===== config.mk =====
export PLATFORM = sky130hd
export DESIGN_NAME = fetch_pc_stage_flat
export DESIGN_NICKNAME = d
export VERILOG_FILES = /design/src/rtl/fetch_pc_if.sv /design/src/rtl/fetch_pc_stage.sv /design/src/flat_wrapper.sv
export SDC_FILE = /design/constraint.sdc
export NUM_CORES = 1
export LEC_CHECK = 0
export ABC_AREA = 1
export CAP_MARGIN = 20
export CORE_ASPECT_RATIO = 0.9
export CORE_MARGIN = 4
export CORE_UTILIZATION = 35
export DETAILED_ROUTE_END_ITERATION = 12
export PLACE_DENSITY = 0.77
export SLEW_MARGIN = 20
export SYNTH_ARGS = -nofsm -noshare
export SYNTH_HDL_FRONTEND = slang
export SYNTH_SLANG_ARGS = --single-unit

===== constraint.sdc =====
create_clock -name clk -period 1.45 [get_ports clk]
set_input_delay 0.145 -clock clk [delete_from_list [all_inputs] [get_ports clk]]
set_output_delay 0.145 -clock clk [all_outputs]
set_load 0.01 [all_outputs]

===== src/rtl/fetch_pc_if.sv =====
// Fetch-stage bundle: next-PC/flush controls in, fetch address and F/D pipeline register out.
// The stage side uses the master modport; the surrounding pipeline uses slave.
interface fetch_pc_if;
    logic [31:0] next_pc;
    logic        redirect;
    logic        d_is_jump;
    logic        stall;
    logic        exc_req;
    logic        eret_req;
    logic [31:0] epc;
    logic [31:0] imem_rdata;
    logic [31:0] F_pc;
    logic [31:0] D_pc;
    logic [31:0] D_instr;
    logic [4:0]  D_exc;
    logic        D_bd;

    modport master (
        input  next_pc, redirect, d_is_jump, stall, exc_req, eret_req, epc, imem_rdata,
        output F_pc, D_pc, D_instr, D_exc, D_bd
    );

    modport slave (
        output next_pc, redirect, d_is_jump, stall, exc_req, eret_req, epc, imem_rdata,
        input  F_pc, D_pc, D_instr, D_exc, D_bd
    );
endinterface


===== src/rtl/fetch_pc_stage.sv =====
// Fetch PC register and F/D pipeline register with AdEL detection and delay-slot tagging.
// Optional FETCH_PERF_CNT_EN adds fetch_cnt / stall_cnt performance counters.
module fetch_pc_stage #(
    parameter logic [31:0] RESET_PC  = 32'h0000_3000,
    parameter logic [31:0] EXC_ENTRY = 32'h0000_4180,
    parameter logic [31:0] IMEM_BASE = 32'h0000_3000,
    parameter logic [31:0] IMEM_TOP  = 32'h0000_6FFC,
    parameter logic [4:0]  EXC_ADEL  = 5'd4
) (
    input  logic        clk,
    input  logic        reset,
    fetch_pc_if.master  bus
`ifdef FETCH_PERF_CNT_EN
    ,
    output logic [31:0] fetch_cnt,
    output logic [31:0] stall_cnt
`endif
);

    logic [31:0] f_pc_q, f_pc_d;
    logic [31:0] d_pc_q, d_pc_d;
    logic [31:0] d_instr_q, d_instr_d;
    logic [4:0]  d_exc_q, d_exc_d;
    logic        d_bd_q, d_bd_d;

    logic        f_bad;
    logic [4:0]  f_exc;
    logic [31:0] f_instr;
    logic        flush;

    // A bad fetch never lets memory data into D.
    assign f_bad   = (f_pc_q[1:0] != 2'b00) || (f_pc_q < IMEM_BASE) || (f_pc_q > IMEM_TOP);
    assign f_exc   = f_bad ? EXC_ADEL : 5'd0;
    assign f_instr = f_bad ? 32'd0 : bus.imem_rdata;
    assign flush   = bus.exc_req || bus.eret_req;

    always_comb begin
        f_pc_d    = f_pc_q;
        d_pc_d    = d_pc_q;
        d_instr_d = d_instr_q;
        d_exc_d   = d_exc_q;
        d_bd_d    = d_bd_q;
        if (bus.exc_req) begin
            f_pc_d    = EXC_ENTRY;
            d_pc_d    = EXC_ENTRY;
            d_instr_d = 32'd0;
            d_exc_d   = 5'd0;
            d_bd_d    = 1'b0;
        end else if (bus.eret_req) begin
            f_pc_d    = bus.epc;
            d_pc_d    = bus.epc;
            d_instr_d = 32'd0;
            d_exc_d   = 5'd0;
            d_bd_d    = 1'b0;
        end else if (!bus.stall) begin
            // Sequential PC wraps mod 2^32; the range check catches it next cycle.
            f_pc_d    = bus.redirect ? bus.next_pc : f_pc_q + 32'd4;
            d_pc_d    = f_pc_q;
            d_instr_d = f_instr;
            d_exc_d   = f_exc;
            d_bd_d    = bus.d_is_jump;
        end
    end

    always_ff @(posedge clk or negedge reset) begin
        if (!reset) begin
            f_pc_q    <= RESET_PC;
            d_pc_q    <= RESET_PC;
            d_instr_q <= 32'd0;
            d_exc_q   <= 5'd0;
            d_bd_q    <= 1'b0;
        end else begin
            f_pc_q    <= f_pc_d;
            d_pc_q    <= d_pc_d;
            d_instr_q <= d_instr_d;
            d_exc_q   <= d_exc_d;
            d_bd_q    <= d_bd_d;
        end
    end

    assign bus.F_pc    = f_pc_q;
    assign bus.D_pc    = d_pc_q;
    assign bus.D_instr = d_instr_q;
    assign bus.D_exc   = d_exc_q;
    assign bus.D_bd    = d_bd_q;

`ifdef FETCH_PERF_CNT_EN
    logic [31:0] fetch_cnt_q, fetch_cnt_d;
    logic [31:0] stall_cnt_q, stall_cnt_d;

    always_comb begin
        fetch_cnt_d = fetch_cnt_q;
        stall_cnt_d = stall_cnt_q;
        if (!flush) begin
            if (bus.stall) stall_cnt_d = stall_cnt_q + 32'd1;
            else           fetch_cnt_d = fetch_cnt_q + 32'd1;
        end
    end

    always_ff @(posedge clk or negedge reset) begin
        if (!reset) begin
            fetch_cnt_q <= 32'd0;
            stall_cnt_q <= 32'd0;
        end else begin
            fetch_cnt_q <= fetch_cnt_d;
            stall_cnt_q <= stall_cnt_d;
        end
    end

    assign fetch_cnt = fetch_cnt_q;
    assign stall_cnt = stall_cnt_q;
`endif

endmodule


===== src/flat_wrapper.sv =====
// flat-port wrapper written by rule: the top's interface ports become plain ports
module fetch_pc_stage_flat 
#(
    parameter logic [31:0] RESET_PC  = 32'h0000_3000,
    parameter logic [31:0] EXC_ENTRY = 32'h0000_4180,
    parameter logic [31:0] IMEM_BASE = 32'h0000_3000,
    parameter logic [31:0] IMEM_TOP  = 32'h0000_6FFC,
    parameter logic [4:0]  EXC_ADEL  = 5'd4
)
  (clk, reset, bus_next_pc, bus_redirect, bus_d_is_jump, bus_stall, bus_exc_req, bus_eret_req, bus_epc, bus_imem_rdata, bus_F_pc, bus_D_pc, bus_D_instr, bus_D_exc, bus_D_bd);
  fetch_pc_if bus_i ();
  input  logic clk;
  input  logic reset;
  input wire logic [$bits(bus_i.next_pc)-1:0] bus_next_pc;
  input wire logic [$bits(bus_i.redirect)-1:0] bus_redirect;
  input wire logic [$bits(bus_i.d_is_jump)-1:0] bus_d_is_jump;
  input wire logic [$bits(bus_i.stall)-1:0] bus_stall;
  input wire logic [$bits(bus_i.exc_req)-1:0] bus_exc_req;
  input wire logic [$bits(bus_i.eret_req)-1:0] bus_eret_req;
  input wire logic [$bits(bus_i.epc)-1:0] bus_epc;
  input wire logic [$bits(bus_i.imem_rdata)-1:0] bus_imem_rdata;
  output wire logic [$bits(bus_i.F_pc)-1:0] bus_F_pc;
  output wire logic [$bits(bus_i.D_pc)-1:0] bus_D_pc;
  output wire logic [$bits(bus_i.D_instr)-1:0] bus_D_instr;
  output wire logic [$bits(bus_i.D_exc)-1:0] bus_D_exc;
  output wire logic [$bits(bus_i.D_bd)-1:0] bus_D_bd;
  assign bus_i.next_pc = bus_next_pc;
  assign bus_i.redirect = bus_redirect;
  assign bus_i.d_is_jump = bus_d_is_jump;
  assign bus_i.stall = bus_stall;
  assign bus_i.exc_req = bus_exc_req;
  assign bus_i.eret_req = bus_eret_req;
  assign bus_i.epc = bus_epc;
  assign bus_i.imem_rdata = bus_imem_rdata;
  assign bus_F_pc = bus_i.F_pc;
  assign bus_D_pc = bus_i.D_pc;
  assign bus_D_instr = bus_i.D_instr;
  assign bus_D_exc = bus_i.D_exc;
  assign bus_D_bd = bus_i.D_bd;
  fetch_pc_stage #(.RESET_PC(RESET_PC), .EXC_ENTRY(EXC_ENTRY), .IMEM_BASE(IMEM_BASE), .IMEM_TOP(IMEM_TOP), .EXC_ADEL(EXC_ADEL)) u_core (.clk(clk), .reset(reset), .bus(bus_i));
endmodule

# Yosys cells after proc, flatten, opt, wreduce, memory -nomap -nowiden

Index checks and enable logic that the tools add are counted.

Equal/unequal tests: 1
$lt $le $gt $ge: 2
Add/subtract/negate cells: 1
Mux-type cells: 18
Reductions and logical operators: 3

Operator list:

| cell                                                         | number |
|---|---|
| two-way mux 32 bit                                           | 11 |
| adder 32 x 3 -> 32 bit, second input constant                | 1 |
| > comparator 32 x 15 -> 1 bit, second input constant         | 1 |
| less-than comparator 32 x 14 -> 1 bit, second input constant | 1 |
| two-way mux 5 bit                                            | 3 |
| two-way mux 1 bit                                            | 3 |
| two-way mux 3 bit                                            | 1 |
| inequality test 3 x 1 -> 1 bit, second input constant        | 1 |
| logical OR 1 bit                                             | 2 |
| nonzero test 2 bit                                           | 1 |

Register bits after elaboration: 102
Input bits: 103
Logic and storage cells: 30

# Logic depth before layout (Yosys ltp)

Gate-level depths: netlist (run 1).

Word-level depth: 7
Mapped depth: 11
Gate-level depth less buffers: 11

# Worst setup path after synthesis (run 1)

No wires, ideal clock.

Kind: reg2reg
From: register u_core.f_pc_q[2], in the netlist u_core.bus.F_pc[2]
To: register u_core.f_pc_q[18], in the netlist u_core.bus.F_pc[18]
Path slack: -0.121 ns
Path buffers: 0
Arrival time: 1.439 ns
Period minus slack after synthesis: 1.571 ns
Required time: 1.318 ns
Cell stages (with the launch flop): 11
Cell sequence: dfrtp_1 > ha_1 > nand2_1 > nor2_4 > nand3_2 > nor2_2 > nand2_1 > nand3_1 > nand3_1 > nand2_1 > o21ai_0

Cells in the longest elaborated chain, start to end: 5

RTL lines:

| item                     | RTL line             | text |
|---|---|---|
| start: declaration       | fetch_pc_stage.sv:20 | `logic [31:0] f_pc_q, f_pc_d;` |
| start signal: assignment | fetch_pc_stage.sv:73 | `f_pc_q <= f_pc_d;` |
| adder 32 x 3 -> 32 bit   | fetch_pc_stage.sv:57 | `f_pc_d = bus.redirect ? bus.next_pc : f_pc_q + 32'd4;` |
| two-way mux 32 bit       | fetch_pc_stage.sv:57 |  |
| two-way mux 32 bit       | fetch_pc_stage.sv:55 | `end else if (!bus.stall) begin` |
| two-way mux 32 bit       | fetch_pc_stage.sv:49 | `end else if (bus.eret_req) begin` |
| two-way mux 32 bit       | fetch_pc_stage.sv:43 | `if (bus.exc_req) begin` |

No other way between the ends. The select of a mux whose other input is x is not followed.
A chain may end at the register's enable or synchronous reset.

# Worst setup path after layout (run 1)

From: register u_core.f_pc_q[12], in the netlist u_core.bus.F_pc[12]
To: register u_core.d_exc_q[2], in the netlist u_core.bus.D_exc[2]

Cells in the longest elaborated chain, start to end: 7

RTL lines:

| item                                  | RTL line             | text |
|---|---|---|
| less-than comparator 32 x 14 -> 1 bit | fetch_pc_stage.sv:32 | `assign f_bad = (f_pc_q[1:0] != 2'b00) \|\| (f_pc_q < IMEM_BASE) \|\| (f_pc_q > IMEM_TOP);` |
| logical OR 1 bit                      | fetch_pc_stage.sv:32 |  |
| logical OR 1 bit *                    | fetch_pc_stage.sv:32 |  |
| two-way mux 3 bit *                   | fetch_pc_stage.sv:33 | `assign f_exc = f_bad ? EXC_ADEL : 5'd0;` |
| two-way mux 5 bit *                   | fetch_pc_stage.sv:55 |  |
| two-way mux 5 bit *                   | fetch_pc_stage.sv:49 |  |
| two-way mux 5 bit *                   | fetch_pc_stage.sv:43 |  |
| end signal: assignment                | fetch_pc_stage.sv:70 | `d_exc_q <= 5'd0;` |
| end signal: assignment                | fetch_pc_stage.sv:76 | `d_exc_q <= d_exc_d;` |
| end: declaration                      | fetch_pc_stage.sv:23 | `logic [4:0] d_exc_q, d_exc_d;` |

Mark *: on every way between the ends. The rest lies on a longest branch, timed or not. The select of a mux whose other input is x is not followed.

==> metrics.yaml, run 1 <==
outcome: "finished with violations"
violations: "setup timing"
regToRegSetupSlack_ns: -0.23
grt_max_degree: 99
start_util_pct: 35.7
antenna_found_initial: 0
ys.flop_type: "dfrtp_1"
dpl.cell_count: 1232
die_w_um: 140
min_from: "bus_imem_rdata[23]"
cp_max_fo: 16
hold-path-cell-count: 3
core-area_sq_mm: 0.0154
ir_worst_vdd_v: 0.000594
slew_violations: 0
ant_nets: 0
grt_pass1_vias: 6164
fillers: 1386
via_per_inst: 4.95
synth.distinct_cells: 40
synth.most_common_cell: "nand2_1"
cts_buffers: 9
pin_count: 205
clock_sinks: 98
cp.required_ns: 1.71
drive_gt1_share_pct: 23.3
grt_pass1_wl_um: 32400
rsz0062_at_grt: "true"
nNetsFinal: 1175
antennaDiodeCount: 0
netlist_area_sq_mm: 0.00549
r2r-start: "u_core.bus.F_pc[12]"
tightest_slew_ns: 0.537
overflow: 0
period_needed_ns: 1.68
root_buffer: "clkbuf_16"
layout.cells.non_filler: 1278
hpwl_um: 15100
first_pass_iters: 5
slew_headroom_pct: 64.2
fmax_ghz: 0.596
worstSetupPathType: "reg -> reg"
rows: 43
track_usage_pct: 22.9
ys_warn_count: 0
min_path_type: "in -> reg"
fin_skew_ns: 0.00738
drt-initial-drc-count: 455
vias: 6321
synth_seq_area_share_pct: 44.8
maxCapViolCount: 0
async_flop_share_pct: 100
clock_path_buffers: 2
synth_cells: 757
finalHoldViolCount: 0
rr_endpoint: "u_core.bus.D_exc[2]"
ys_top_cells_by_area: "dfrtp_1 43%, nand2_1 20%, o21ai_0 6.3%, nor2_1 4.6%, inv_1 3.8%"
clk_pin_slew_ns: 0.07
avgRoutedWirePerCell_um: 16.3
cts_tree: "done"
chipHeight_um: 127
leakage_nw: 4.65
yosysTopAreaCell: "dfrtp_1"
drt-total-wl_um: 20800
min_to: "u_core.bus.D_instr[23]"
crit_path_start_kind: "flip-flop"
htree_levels: 3
setup_violations: 55
synth-edff-count: 0
synth_top_area_share_pct: 42.9
post-route-period-util_pct: 116
drc: 0
finalWeightedCongestion: 0.959
synthToLayoutAreaGrowth_pct: 70.4
power_density_mw_per_mm2: 765
synthTopCellsByCount: "289 x nand2_1, 94 x dfrtp_1, 69 x o21ai_0"
crit_arrival_ns: 1.94
io_buffers: 200
pre_cts_ws_ns: -0.193
finalWorstSetupSlack_ns: -0.229
dieArea_sq_mm: 0.0178
avgSynthCellArea_sq_um: 7.25
worst_skew_pair.late_latency_ns: 0.36
reg2reg_depth: 7
cp-end-kind: "flip-flop"
synth_seq_cells: 98
-- how the worst max path moves through the flow --
stage | start | end | slack, ns
floorplan | u_core.bus.F_pc[12] | u_core.bus.F_pc[21] | -0.03
global placement | u_core.bus.F_pc[18] | u_core.bus.F_pc[24] | -0.15
detailed placement | u_core.bus.F_pc[14] | u_core.bus.D_instr[22] | -0.19
CTS | u_core.bus.F_pc[12] | u_core.bus.D_exc[2] | -0.16
global route | u_core.bus.F_pc[19] | u_core.bus.F_pc[24] | -0.30
finish | u_core.bus.F_pc[12] | u_core.bus.D_exc[2] | -0.23
-- report_power, final --
| group | internal [mW] | switching [mW] | total, mW |
|---|---|---|---|
| Clock | 1.23 | 1.14 | 2.37 |
| Combinational | 0.917 | 0.875 | 1.79 |
| Sequential | 2.88 | 0.117 | 3.00 |
| Total | 5.03 | 2.13 | 7.16 |
-- per-layer routing --
metal | GRT usage [%] | routed length [um]
met2 | 36.1 | 9730
met4 | 8.32 | 578
met3 | 5.16 | 1430
met1 | 31.1 | 9100
met5 | 0 | 0
-- flip-flops by register name (all words and copies together), names as in the netlist --
| register | count |
|---|---|
| u_core.bus.D_instr | 32 |
| u_core.bus.D_pc | 32 |
| u_core.bus.F_pc | 32 |
| u_core.bus.D_bd | 1 |
| u_core.bus.D_exc | 1 |
-- per-stage QoR --
step,instance area (sq um),power [mW],hold WS [ns],util (%),setup TNS (ns)
floorplan,5540,3.66,-0.151,-,-0.109
global placement,8510,4.73,0.253,55.3,-8.39
detailed placement,8510,4.74,0.256,55.3,-10.40
CTS,9150,7.17,0.322,59.5,-6.07
global route,9350,7.49,0.348,60.8,-12.49
finish,9350,7.16,0.331,60.8,-9.17
-- critical path, cell delays in order, from the launching register on --
cell and delay (ns):
dfstp_2 0.59, nand2_4 0.09, a211oi_2 0.30, nand4_1 0.15, buf_6 0.18, buf_16 0.16
nand2_1 0.06, nand2_1 0.04
-- area by class of cell --
type,instances,area (sq um),share of cell area [%]
timing repair buffer,336,3210,34.3
multi-input combinational,568,2920,31.2
sequential,98,2460,26.3
tap,202,253,2.70
clock buffer,10,239,2.55
inverter,58,218,2.33
clock inverter,6,50.0,0.535
-- cell usage in the layout (no fill, tap or decap), types with 5 or more instances in the layout --
cell | Yosys | final
nor2_2 | 8 | 11
nand2_4 | 0 | 5
nor2_1 | 67 | 52
nand4_1 | 11 | 11
buf_6 | 0 | 12
dfrtp_1 | 94 | 90
clkbuf_16 | 0 | 9
o21ai_0 | 69 | 42
o21ai_2 | 0 | 18
clkdlybuf4s50_1 | 0 | 140
dlygate4sd2_1 | 0 | 26
o21ai_1 | 14 | 23
inv_1 | 56 | 54
a21oi_1 | 17 | 17
a22o_1 | 17 | 17
nand2_1 | 289 | 276
buf_12 | 0 | 9
nand3_1 | 30 | 26
nand2_2 | 7 | 15
nor2_4 | 5 | 17
buf_4 | 8 | 114
dlymetal6s2s_1 | 0 | 24
-- cells by family after synthesis --
family	share of synthesized area (%)
other	0.0683
adder cells (fa/ha/maj)	0.228
XOR/XNOR	0.957
AO/OA/AOI/OAI	14.1
buffers and inverters	7.48
flip-flops	44.8
AND/OR/NAND/NOR	32.4
-- repair_timing --
action | in CTS | in global routing
endpoints found under the hold margin | 94 | 0
hold buffers | 1 | 0
setup buffers | 19 | 9
resized for setup | 124 | 61
setup endpoints to repair | 91 | 87
pin swaps | 20 | 15
cloned | 2 | 0
No activity file was read; power rests on OpenSTA's default activity.
==> run 2, diff against run 1 <==
--- a/config.mk
+++ b/config.mk
@@ -5,13 +5,12 @@
 export SDC_FILE = /design/constraint.sdc
 export NUM_CORES = 1
 export LEC_CHECK = 0
-export ABC_AREA = 1
 export CAP_MARGIN = 20
 export CORE_ASPECT_RATIO = 0.9
 export CORE_MARGIN = 4
 export CORE_UTILIZATION = 35
 export DETAILED_ROUTE_END_ITERATION = 12
-export PLACE_DENSITY = 0.77
+export PLACE_DENSITY = 0.68
 export SLEW_MARGIN = 20
 export SYNTH_ARGS = -nofsm -noshare
 export SYNTH_HDL_FRONTEND = slang
==> run 2 against run 1 <==
  * The run still ends with setup timing left
  * Clock skew is 0.0034 ns higher
  * Synthesized cell count is 28% lower
  * Non-clock buffer count decreased by 12
  * Sequential cell count stayed put
  * Register-to-register slack got worse by 0.51 ns
  * Combinational power hardly changed
  * Critical path depth down 2
  * Cell count is 19% lower
  * Critical endpoint is now u_core.bus.F_pc[29]
==> metrics.yaml, run 2 <==
nNetsFinal: 935
synth_cells: 544
leakage_nw: 4.34
drt-total-wl_um: 20500
die_w_um: 136
netlist_area_sq_mm: 0.00517
antennaDiodeCount: 0
power_density_mw_per_mm2: 802
dpl.cell_count: 995
fmax_ghz: 0.457
core-area_sq_mm: 0.0143
grt_max_degree: 40
worstSetupPathType: "reg -> reg"
cts_buffers: 9
ys_warn_count: 0
worstPathCellList: "nand4_4 > or4_4 > or4_4 > a21o_1 > a21o_1"
final_cell_mix: "136 x clkdlybuf4s50_1, 99 x buf_4, 91 x dfrtp_1, 58 x nor2_1, 38 x a21oi_1"
setup_violations: 58
clock_path_buffers: 2
slew_headroom_pct: 62.6
grt_pass1_wl_um: 31800
grtUsageMet1_pct: 33.7
crit_path_start_kind: "flip-flop"
worst_skew_pair.late_latency_ns: 0.36
layout.cells.non_filler: 1029
hpwl_um: 14900
use_met3_pct: 6.96
ir_worst_vdd_v: 0.000672
rows: 41
synth-edff-count: 0
ant_nets: 0
finalWeightedCongestion: 0.951
cp.required_ns: 1.70
htree_levels: 3
slowest_delay_ns: 0.57
drive_gt1_share_pct: 25.0
use_met2_pct: 36.8
violations: "setup timing"
tightest_slew_ns: 0.561
min_path_type: "in -> async"
via_per_inst: 5.51
yosysTopAreaCell: "dfrtp_1"
drt-initial-drc-count: 422
finalWorstSetupSlack_ns: -0.737
track_usage_pct: 24.2
clock_sinks: 98
vias: 5665
cp_slowest_cell: "or4_4"
dieArea_sq_mm: 0.0168
synth.most_common_cell: "dfrtp_1"
start_util_pct: 36.3
grt_pass1_vias: 5884
async_flop_share_pct: 100
outcome: "finished with violations"
overflow: 0
synth_seq_cells: 98
ys.flop_type: "dfrtp_1"
first_pass_iters: 5
fin_tns_setup_ns: -28.86
fillers: 1206
crit_arrival_ns: 2.44
ys_top_cells_by_area: "dfrtp_1 45%, mux2i_1 7.2%, a22o_1 5.6%, nor2_1 4.4%, a21oi_1 4.0%"
chipHeight_um: 123
final_common_cell: "clkdlybuf4s50_1"
clk_pin_slew_ns: 0.08
cp-end-kind: "flip-flop"
cp_max_fo: 4
avgSynthCellArea_sq_um: 9.51
synth.distinct_cells: 55
root_buffer: "clkbuf_16"
antenna_found_initial: 0
synth_top_area_share_pct: 45.5
synth_seq_area_share_pct: 47.5
fin_skew_ns: 0.0108
avgRoutedWirePerCell_um: 19.9
rsz0062_at_grt: "true"
slew_violations: 0
maxCapViolCount: 0
synthTopCellsByCount: "94 x dfrtp_1, 61 x nor2_1, 41 x a21oi_1"
grt-busiest-layer: "met2"
finalHoldViolCount: 0
drc: 0
pin_count: 205
period_needed_ns: 2.19
synthToLayoutAreaGrowth_pct: 72.3
post-route-period-util_pct: 151
io_buffers: 200
cts_tree: "done"
-- run 2: changes by cell type after synthesis, sizes merged, moves of 11 or more --
cell	before	now
nor2	80	61
nand2	296	24
clkbuf	13	34
a22oi	1	13
a21oi	17	41
a211oi	1	12
o21ai	83	29
nand3	32	15
nor4	2	13
a22o	17	33
inv	58	16
mux2i	0	37
nor3	2	13
-- run 2: area by class of cell --
| type | instances | area [sq um] | share of cell area (%) |
|---|---|---|---|
| multi-input combinational | 382 | 2760 | 30.9 |
| clock inverter | 7 | 62.6 | 0.702 |
| tap | 193 | 241 | 2.71 |
| inverter | 16 | 60.1 | 0.674 |
| timing repair buffer | 324 | 3110 | 34.9 |
| clock buffer | 9 | 225 | 2.53 |
| sequential | 98 | 2460 | 27.6 |
-- run 2: worst paths after layout --
check | slack, ns | cells after the start | start | to
max | -0.74 | 5 | u_core.bus.F_pc[12] | u_core.bus.F_pc[29]
min | 0.17 | 2 | reset | u_core.bus.F_pc[10]
max reg2reg | -0.74 | 5 | u_core.bus.F_pc[12] | u_core.bus.F_pc[29]
min reg2reg | 0.51 | 1 | u_core.bus.D_instr[31] | u_core.bus.D_instr[31]
max in group asynchronous | 0.76 | 3 | reset | u_core.bus.F_pc[1]
min in group clk | 0.17 | 3 | bus_exc_req | u_core.bus.D_pc[21]
-- run 2: layer usage --
metal | wire length (um) | up-vias
met5 | 0 | -
met4 | 298 | 0
met3 | 1750 | 31
met2 | 9410 | 274
met1 | 9020 | 2767
li1 | - | 2593
-- run 2: critical path: cells and delay by family (launching register included) --
kind	cells	cell delay (ns)
AO/OA/AOI/OAI	2	0.34
flip-flops	1	0.56
AND/OR/NAND/NOR	3	1.18
-- run 2: stage by stage --
step / power (mW) / cell area (sq um) / hold slack [ns] / utilization, % / worst slack (ns)
CTS: 7.14 / 8680 / 0.149 / 60.9 / -0.728
detailed placement: 4.75 / 8100 / 0.00526 / 56.8 / -0.790
finish: 7.15 / 8910 / 0.174 / 62.5 / -0.737
global route: 7.47 / 8910 / 0.177 / 62.5 / -0.774
global placement: 4.72 / 8100 / 0.00219 / 56.8 / -0.795
floorplan: 3.69 / 5280 / -0.151 / - / -0.955
-- run 2: kinds of logic after synthesis --
logic type      count (synthesis)  share of synthesized area (%)
simple gates                  163                           15.7
compound gates                174                           23.1
xor+xnor                        1                          0.169
other cells                     1                         0.0725
buf+inv                        67                           5.59
flops                          98                           47.5
mux                            39                           7.60
fa+ha+maj                       1                          0.242
-- run 2: report_power, final --
part | total, mW | switching, mW | leakage, nW | internal, mW
registers | 2.99 | 0.107 | 1.28 | 2.88
logic | 1.77 | 0.872 | 2.93 | 0.894
clock network | 2.39 | 1.19 | 0.132 | 1.20
total | 7.15 | 2.17 | 4.34 | 4.97
-- run 2: timing repair --
item	CTS	global route
setup buffers	9	10
pin swaps	9	21
hold buffers	1	0
endpoints found under the hold margin	94	0
endpoints found under the setup margin	93	87
gates cloned	2	0
gates resized for setup	97	67
==> run 3, diff against run 2 <==
--- a/config.mk
+++ b/config.mk
@@ -10,7 +10,7 @@
 export CORE_MARGIN = 4
 export CORE_UTILIZATION = 35
 export DETAILED_ROUTE_END_ITERATION = 12
-export PLACE_DENSITY = 0.68
+export PLACE_DENSITY = 0.66
 export SLEW_MARGIN = 20
 export SYNTH_ARGS = -nofsm -noshare
 export SYNTH_HDL_FRONTEND = slang
==> constraint.sdc (replaced) <==
create_clock -name clk -period 2.4 [get_ports clk]
set_input_delay 0.24 -clock clk [delete_from_list [all_inputs] [get_ports clk]]
set_output_delay 0.24 -clock clk [all_outputs]
set_load 0.1 [all_outputs]
==> run 3 against run 2 <==
  * The flow now finishes without violations
  * Critical endpoint unchanged
  * Sequential share of layout area up 5.3 points
  * Clock skew down 0.0027 ns
  * Combinational power down 19%
  * Critical path depth unchanged
  * Highest routed layer unchanged
  * Via count down 10%
==> metrics.yaml, run 3 (synthesis gave the netlist of run 2 again) <==
dieArea_sq_mm: 0.0168
fin_util_pct: 53.0
setup_violations: 0
post-route-period-util_pct: 95.1
leakage_nw: 3.39
clock_path_buffers: 2
root_buffer: "clkbuf_16"
crit_path_start_kind: "flip-flop"
setup.worst_path.end: "u_core.bus.F_pc[29]"
fmax_ghz: 0.438
ir_worst_vdd_v: 0.000389
pin_count: 205
min_path_type: "in -> reg"
grt_pass1_vias: 5188
first_pass_iters: 5
slew_headroom_pct: 48.8
power_density_mw_per_mm2: 637
start_util_pct: 36.3
cts_buffers: 9
reg2reg_depth: 5
clock_sinks: 98
rows: 41
layout.cells.non_filler: 934
dpl.cell_count: 917
rr_endpoint: "u_core.bus.F_pc[29]"
cts_tree: "done"
cp-end-kind: "flip-flop"
crit_arrival_ns: 2.53
post-cts-setup-buffers: 0
outcome: "finished, final reports clean"
drive_gt1_share_pct: 24.2
rsz0062_at_grt: "true"
finalWorstSetupSlack_ns: 0.119
avgRoutedWirePerCell_um: 19.5
ant_nets: 0
final_common_cell: "buf_4"
slew_violations: 0
htree_levels: 3
final_cell_mix: "124 x buf_4, 98 x clkdlybuf4s50_1, 75 x dfrtp_1, 61 x nor2_1, 41 x a21oi_1"
crit_start: "u_core.bus.F_pc[12]"
drt-initial-drc-count: 357
chipHeight_um: 123
synthToLayoutAreaGrowth_pct: 46.1
hpwl_um: 13300
via_per_inst: 5.45
die_w_um: 136
drt-total-wl_um: 18200
overflow: 0
fin_tns_setup_ns: 0
fillers: 1304
drc: 0
maxCapViolCount: 0
grt_max_degree: 69
regToRegSetupSlack_ns: 0.12
cp.required_ns: 2.65
period_needed_ns: 2.28
finalWeightedCongestion: 0.892
vias: 5094
track_usage_pct: 21.7
antennaDiodeCount: 0
grt_pass1_wl_um: 28500
io_buffers: 200
place_area_sq_mm: 0.00723
cp_max_fo: 5
finalHoldViolCount: 0
pre_cts_ws_ns: 0.0512
nNetsFinal: 840
clk_pin_slew_ns: 0.08
worstSetupPathType: "reg -> reg"
tightest_slew_ns: 0.766
final_area_sq_mm: 0.00756
r2r-start: "u_core.bus.F_pc[12]"
core-area_sq_mm: 0.0143
fin_skew_ns: 0.00813
antenna_found_initial: 0
worst_skew_pair.late_latency_ns: 0.36
run 3: worst min-delay path by stage:
stage	startpoint	to	slack, ns	depth (start not counted)
after floorplan	reset	u_core.bus.D_bd	-0.06	0
after global placement	reset	u_core.bus.D_bd	0.32	1
after detailed placement	reset	u_core.bus.D_bd	0.32	1
after CTS	bus_exc_req	u_core.bus.F_pc[31]	0.34	4
after global routing	bus_exc_req	u_core.bus.F_pc[18]	0.37	4
final	bus_exc_req	u_core.bus.F_pc[31]	0.35	4
run 3: worst max-delay path, stage by stage, from the launching register on:
cell and delay [ns]:
dfstp_4 0.63, nand4_4 0.09, or4_4 0.57, or4_4 0.51, a21o_1 0.20, a21o_1 0.17
run 3: routing by layer:
metal | up-vias | wire length [um] | global-route usage (%)
li1 | 2399 | - | -
met1 | 2465 | 7740 | 28.3
met2 | 210 | 8560 | 35.4
met3 | 20 | 1670 | 7.49
met4 | 0 | 204 | 4.28
met5 | - | 0 | 0
run 3: timing repair:
| action | 4_1_cts | 5_1_grt |
|---|---|---|
| resized for setup | 0 | 2 |
| hold buffers | 1 | 0 |
| hold endpoints to repair | 47 | 0 |
| setup endpoints to repair | 0 | 5 |
run 3: layout make-up:
type	count	area, sq um	area share (%)
Timing Repair Buffer	229	2000	26.4
Sequential cell	98	2490	32.9
Tap cell	193	241	3.19
Clock buffer	10	239	3.16
Clock inverter	6	65.1	0.861
Inverter	16	60.1	0.795
Multi-Input combinational cell	382	2470	32.6
run 3: stage by stage:
step                power [mW]  hold WS (ns)
finish                    4.81         0.348
global route              5.02         0.372
CTS                       4.86         0.340
detailed placement        3.34         0.317
global placement          3.32         0.316
floorplan                 2.85       -0.0556
run 3: where the power goes:
group	internal, mW	total [mW]	switching, mW
Combinational	0.423	1.44	1.02
Sequential	1.75	1.87	0.121
Clock	0.773	1.50	0.731
Total	2.94	4.81	1.87
